===== src/rtl/simon_key_sched_ctrl_pkg.sv =====
// Shared constants, types and state encoding for the SIMON64/128 key-schedule controller.
package simon_pkg;

  localparam int unsigned WORD_W     = 32;
  localparam int unsigned KEY_WORDS  = 4;
  localparam int unsigned NUM_ROUNDS = 44;

  localparam logic [31:0] SIMON_C = 32'hFFFFFFFC;
  // Leftmost character of the z3 sequence is bit 61 here, so z3[j] = Z3[61-j].
  localparam logic [61:0] Z3 = 62'b11011011101011000110010111100000010010001010011100110100001111;

  typedef logic [WORD_W-1:0] word_t;
  typedef logic [5:0]        rk_idx_t;

  typedef enum logic [1:0] {IDLE, EXPAND, DONE} state_e;

  function automatic logic z3_bit(input rk_idx_t j);
    return Z3[6'd61 - j];
  endfunction

endpackage


===== src/rtl/simon_key_sched_ctrl_if.sv =====
// Key-load handshake and round-key read bus; stream outputs exist only with SIMON_KS_STREAM_EN.
interface simon_key_sched_ctrl_if;
  import simon_pkg::*;

  logic           key_valid;
  logic           key_ready;
  logic [127:0]   key_in;
  logic           busy;
  logic           keys_valid;
  rk_idx_t        rk_addr;
  word_t          rk_rdata;
`ifdef SIMON_KS_STREAM_EN
  logic           rk_stream_valid;
  rk_idx_t        rk_stream_idx;
  word_t          rk_stream_data;
`endif

  modport slave (
    input  key_valid, key_in, rk_addr,
`ifdef SIMON_KS_STREAM_EN
    output rk_stream_valid, rk_stream_idx, rk_stream_data,
`endif
    output key_ready, busy, keys_valid, rk_rdata
  );

  modport master (
    output key_valid, key_in, rk_addr,
`ifdef SIMON_KS_STREAM_EN
    input  rk_stream_valid, rk_stream_idx, rk_stream_data,
`endif
    input  key_ready, busy, keys_valid, rk_rdata
  );

endinterface


===== src/rtl/simon_ks_step.sv =====
// One SIMON64/128 key-schedule step: new = C ^ z ^ W0 ^ T ^ ror(T,1), T = W1 ^ ror(W3,3).
module simon_ks_step
  import simon_pkg::*;
(
  input  word_t w0_i,
  input  word_t w1_i,
  input  word_t w3_i,
  input  logic  zbit_i,
  output word_t new_o
);

  word_t t;

  assign t     = w1_i ^ {w3_i[2:0], w3_i[31:3]};
  assign new_o = SIMON_C ^ {31'b0, zbit_i} ^ w0_i ^ t ^ {t[0], t[31:1]};

endmodule


===== src/rtl/simon_key_sched_ctrl.sv =====
// SIMON64/128 key-expansion sequencer with 44x32 round-key buffer and registered read port.
// Optional macro SIMON_KS_STREAM_EN adds a streamed copy of every buffer write.
module simon_key_sched_ctrl
  import simon_pkg::*;
(
  input  logic                  clk,
  input  logic                  rst,
  simon_key_sched_ctrl_if.slave bus
);

  state_e  state_q;
  rk_idx_t cnt_q;
  word_t   win_q [KEY_WORDS];
  word_t   buf_q [NUM_ROUNDS];
  logic    key_ready_q, busy_q, keys_valid_q;
  word_t   rdata_q;
  word_t   new_word;
  logic    accept;

  assign accept = bus.key_valid && key_ready_q;

  simon_ks_step u_step (
    .w0_i   (win_q[0]),
    .w1_i   (win_q[1]),
    .w3_i   (win_q[3]),
    .zbit_i (z3_bit(cnt_q - 6'd4)),
    .new_o  (new_word)
  );

  always_ff @(posedge clk) begin
    if (rst) begin
      state_q      <= IDLE;
      cnt_q        <= '0;
      key_ready_q  <= 1'b1;
      busy_q       <= 1'b0;
      keys_valid_q <= 1'b0;
      rdata_q      <= '0;
    end else begin
      rdata_q <= (bus.rk_addr < 6'(NUM_ROUNDS)) ? buf_q[bus.rk_addr] : '0;
      case (state_q)
        IDLE, DONE: begin
          if (accept) begin
            for (int unsigned i = 0; i < KEY_WORDS; i++) win_q[i] <= bus.key_in[32*i +: 32];
            cnt_q        <= 6'(KEY_WORDS);
            state_q      <= EXPAND;
            key_ready_q  <= 1'b0;
            busy_q       <= 1'b1;
            keys_valid_q <= 1'b0;
          end else if (state_q == DONE) begin
            // keys_valid trails the final write by one edge
            keys_valid_q <= 1'b1;
          end
        end
        EXPAND: begin
          win_q[0] <= win_q[1];
          win_q[1] <= win_q[2];
          win_q[2] <= win_q[3];
          win_q[3] <= new_word;
          cnt_q    <= cnt_q + 6'd1;
          if (cnt_q == 6'(NUM_ROUNDS - 1)) begin
            state_q     <= DONE;
            busy_q      <= 1'b0;
            key_ready_q <= 1'b1;
          end
        end
        default: state_q <= IDLE;
      endcase
    end
  end

  always_ff @(posedge clk) begin
    if (accept) begin
      for (int unsigned i = 0; i < KEY_WORDS; i++) buf_q[i] <= bus.key_in[32*i +: 32];
    end else if (state_q == EXPAND) begin
      buf_q[cnt_q] <= new_word;
    end
  end

  assign bus.key_ready  = key_ready_q;
  assign bus.busy       = busy_q;
  assign bus.keys_valid = keys_valid_q;
  assign bus.rk_rdata   = rdata_q;

`ifdef SIMON_KS_STREAM_EN
  // Streaming reads the buffer one entry behind its own counter; after the four
  // master words land together, the stream trails the writer by four cycles.
  logic    str_act_q, str_valid_q;
  rk_idx_t str_idx_q, str_out_idx_q;
  word_t   str_data_q;

  always_ff @(posedge clk) begin
    if (rst) begin
      str_act_q     <= 1'b0;
      str_idx_q     <= '0;
      str_valid_q   <= 1'b0;
      str_out_idx_q <= '0;
      str_data_q    <= '0;
    end else if (accept) begin
      str_act_q   <= 1'b1;
      str_idx_q   <= '0;
      str_valid_q <= 1'b0;
    end else if (str_act_q) begin
      str_valid_q   <= 1'b1;
      str_out_idx_q <= str_idx_q;
      str_data_q    <= buf_q[str_idx_q];
      str_idx_q     <= str_idx_q + 6'd1;
      if (str_idx_q == 6'(NUM_ROUNDS - 1)) str_act_q <= 1'b0;
    end else begin
      str_valid_q <= 1'b0;
    end
  end

  assign bus.rk_stream_valid = str_valid_q;
  assign bus.rk_stream_idx   = str_out_idx_q;
  assign bus.rk_stream_data  = str_data_q;
`endif

endmodule


===== src/flat_wrapper.sv =====
// flat-port wrapper written by rule: the top's interface ports become plain ports
module simon_key_sched_ctrl_flat import simon_pkg::*;
  (clk, rst, bus_key_valid, bus_key_in, bus_rk_addr, bus_key_ready, bus_busy, bus_keys_valid, bus_rk_rdata);
  simon_key_sched_ctrl_if bus_i ();
  input  logic clk;
  input  logic rst;
  input wire logic [$bits(bus_i.key_valid)-1:0] bus_key_valid;
  input wire logic [$bits(bus_i.key_in)-1:0] bus_key_in;
  input wire logic [$bits(bus_i.rk_addr)-1:0] bus_rk_addr;
  output wire logic [$bits(bus_i.key_ready)-1:0] bus_key_ready;
  output wire logic [$bits(bus_i.busy)-1:0] bus_busy;
  output wire logic [$bits(bus_i.keys_valid)-1:0] bus_keys_valid;
  output wire logic [$bits(bus_i.rk_rdata)-1:0] bus_rk_rdata;
  assign bus_i.key_valid = bus_key_valid;
  assign bus_i.key_in = bus_key_in;
  assign bus_i.rk_addr = bus_rk_addr;
  assign bus_key_ready = bus_i.key_ready;
  assign bus_busy = bus_i.busy;
  assign bus_keys_valid = bus_i.keys_valid;
  assign bus_rk_rdata = bus_i.rk_rdata;
  simon_key_sched_ctrl u_core (.clk(clk), .rst(rst), .bus(bus_i));
endmodule

===== config.mk =====
export PLATFORM = sky130hd
export DESIGN_NAME = simon_key_sched_ctrl_flat
export DESIGN_NICKNAME = d
export VERILOG_FILES = /design/src/rtl/simon_key_sched_ctrl_pkg.sv /design/src/rtl/simon_key_sched_ctrl_if.sv /design/src/rtl/simon_ks_step.sv /design/src/rtl/simon_key_sched_ctrl.sv /design/src/flat_wrapper.sv
export SDC_FILE = /design/constraint.sdc
export NUM_CORES = 1
export LEC_CHECK = 0
export BUFFER_PORTS_ARGS = -buffer_cell sky130_fd_sc_hd__buf_2
export CORE_AREA = 2 2 392 297
export DETAILED_ROUTE_END_ITERATION = 7
export DIE_AREA = 0 0 394 299
export GPL_TIMING_DRIVEN = 0
export HOLD_SLACK_MARGIN = 0.05
export PLACE_DENSITY = 0.8
export SYNTH_ARGS = -nofsm -noshare
export SYNTH_HDL_FRONTEND = slang
export SYNTH_HIERARCHICAL = 1
export SYNTH_SLANG_ARGS = --single-unit

===== constraint.sdc =====
create_clock -name clk -period 6.44 [get_ports clk]
set_input_delay 0.644 -clock clk [delete_from_list [all_inputs] [get_ports clk]]
set_output_delay 0.644 -clock clk [all_outputs]
set_load 0.01 [all_outputs]

==> run summary <==
Synth Cell Area -> 63,400 um2
final hold vios -> 0
worst rel slew slack -> 15.4%
status -> finished, final reports clean
Power Internal -> 17.8 mW
Final Worst Setup Slack -> 1780 ps
clk_skew -> 24.9 ps
post-DP HPWL -> 113,000 um
# Max-Cap Violations -> 0
CTS tree -> yes
DR pass1 iterations -> 5
clock slew at reported path FFs -> 60 ps
die outline width -> 394 um
synth warn -> 6
Max Slew Vio Count -> 0
initial antenna violation count -> 19
met3 layer usage reported by global route -> 9.47%
Final GP Congestion -> 0.891
CTS Buf Count -> 146
layout cells sized above 1 -> 32.1%
total grt overflow -> 0
drt first-iter violations -> 6,090
all-layer global routing usage -> 29.6%
Die Y -> 299 um
I/O Pins -> 172
most common cell after layout, fill and taps aside -> edfxtp_1
switching share of power -> 24.5%
Vias/cell -> 6.73
worst hold path class -> input pin to flip-flop
clk sinks -> 1,579
M2 GR Usage -> 44.0%
sequential share of power -> 52.6%
sw power -> 5.79 mW
asr flop ratio synth -> 0%
Die ar. -> 118,000 um2
XOR/XNOR Fraction of Synth Area -> 1.66%
PostCTS Resize Cnt -> 0
first-pass GRT wire length -> 246,000 um
met1 Use GR -> 41.4%
Clock power frac -> 36.4%
Port Buffers -> 167
Pleak -> 23.9 nW
most frequent cells in the layout -> 1,536 x edfxtp_1, 272 x mux4_2, 270 x mux2_2
multi-input combinational cell area -> 15,900 um2
Syn Area/Cell -> 20.4 um2
largest net degree at the start of global routing -> 46
vias in the first global route -> 33,900
adder-cell share of the synthesized area -> 0.257%
Routed Antenna Nets -> 0
post-layout util -> 63.1%
Post-synth EDFFs -> 1,536
final WL -> 174,000 um
Crit Path Class -> flip-flop to flip-flop
wire per inst -> 34.0 um
Netlist cell types -> 52
WP data required -> 6950 ps
post-CTS setup buffer count -> 0
worst path arrival time -> 5170 ps
Max VDD drop -> 0.000268 V
fmax -> 215 MHz
Clock Latency Late Sink -> 780 ps
root buffer cell -> clkbuf_16
final setup TNS -> 0 ps
Syn-to-layout area delta -> 13.9%
CTS Hold Buffers Added -> 0
effective utilization at floorplan -> 55.4%
global route hottest layer -> met2
Pwr per Cell Area -> 327 nW/um2
largest family of logic cells by synthesized area -> multiplexers
CTS Buffer Depth -> 3
hold_ws -> 184 ps
synthesis-stage register bit count -> 1,579
filler instances -> 7,415
Cells after Synth -> 3,106
DRC -> 0
dpl ws -> 1350 ps
final net count -> 3,620
syn_nets -> 3,256
Critical Path End Type -> flip-flop
multiplexer share of the synthesized area -> 18.3%
combinational power share -> 11.0%
sequential-to-total area share from yosys stat -> 74.1%
final setup violating endpoints -> 0
ys flop type -> edfxtp_1
compound-gate portion of the synthesized area -> 2.77%
startpoint types -> flip-flop
actual slew at the worst max-slew pin -> 1260 ps
min cycle time layout -> 4660 ps
RSZ-0062 raised after global routing -> no
Post-Synth Simple-Gate Area -> 1.51%
Max FO, Critical Path -> 45
vias -> 34,500
overall power -> 23.6 mW
H-tree depth -> 4
final worst-path cycle share -> 72.3%
core footprint -> 114,000 um2
Reg area -> 47,000 um2
Rows -> 108
-- Yosys cell counts (24+ instances only) --
library cell / instances / share of area, %
nand2_1: 55 / 0.33
a21oi_1: 49 / 0.39
edfxtp_1: 1536 / 73
a32o_1: 25 / 0.39
dfxtp_1: 43 / 1.4
mux4_2: 272 / 9.7
nor2_1: 114 / 0.67
mux2i_1: 237 / 3.7
xor2_1: 32 / 0.44
xnor3_1: 31 / 1.1
buf_2: 82 / 0.65
mux2_2: 270 / 4.8
o221ai_1: 24 / 0.33
o21ai_0: 83 / 0.66
clkbuf_1: 57 / 0.34
-- sequential cells by signal, summed over array words and instances, names as in the netlist --
register / flops
u_core/cnt_q: 6
u_core/buf_q: 1408
u_core/bus.busy: 1
u_core/bus.keys_valid: 1
u_core/state_q: 2
u_core/bus.rk_rdata: 32
u_core/bus.key_ready: 1
u_core/win_q: 128
-- critical path: stages (launching register included) --
cell and delay (ps):
dfxtp_1 560, inv_1 240, ha_1 290, xor2_1 520, mux2i_1 170, mux2i_1 170
mux2i_1 90, o21ai_0 900, xnor2_1 200, xnor3_2 800, mux2_2 440
-- kinds of logic after synthesis --
logic type / after synthesis
adder cells (fa/ha/maj): 13
flip-flops: 1579
buffers and inverters: 182
XOR/XNOR: 69
AO/OA/AOI/OAI: 262
multiplexers: 782
AND/OR/NAND/NOR: 219
-- layout make-up --
type / count / share of cell area [%]
inverters: 7 / 0.0364
plain buffers: 175 / 1.22
well taps: 1540 / 2.67
clock buffers: 185 / 5.38
clock inverters: 75 / 1.05
flip-flops and latches: 1579 / 65.1
diodes: 5 / 0.0173
repair buffers: 216 / 2.59
multi-input cells: 1345 / 22.0
-- path summary, 6_finish.rpt --
check,startpoint,depth (start not counted),end,slack (ps)
setup / recovery,u_core/cnt_q[1]$_SDFFE_PP0P_,10,u_core/buf_q[3][0]$_DFFE_PP_,1780
hold / removal,bus_key_in[102],2,u_core/win_q[3][6]$_DFFE_PP_,180
hold reg to reg,u_core/bus.busy$_SDFFE_PP0P_,2,u_core/bus.busy$_SDFFE_PP0P_,490
setup reg to reg,u_core/cnt_q[1]$_SDFFE_PP0P_,10,u_core/buf_q[3][0]$_DFFE_PP_,1780
-- layer usage --
metal  wire length (um)  up-vias  part of all wire (%)
li1                   -    13500                     -
met1              62400    17600                    36
met2              78600     2879                    45
met3              26500      435                    15
met4               6510       12                   3.7
met5                 84        -                 0.048
-- through the flow --
step | std cells | instance area [um2]
6_report | 5127 | 72200
5_1_grt | 5122 | 72200
4_1_cts | 5122 | 72200
3_5_place_dp | 4862 | 67600
3_3_place_gp | 4813 | 66200
2_1_floorplan | 3106 | 63400
-- power by group through the flow --
stage	Combinational, mW	Sequential [mW]	Clock, mW
2_1_floorplan	1.35	12.6	0
3_3_place_gp	2.29	12.7	0
3_5_place_dp	2.46	12.6	0
4_1_cts	2.49	12.4	8.66
5_1_grt	2.68	12.4	9.01
6_report	2.59	12.4	8.59
Power figures use the tool's default switching activity.
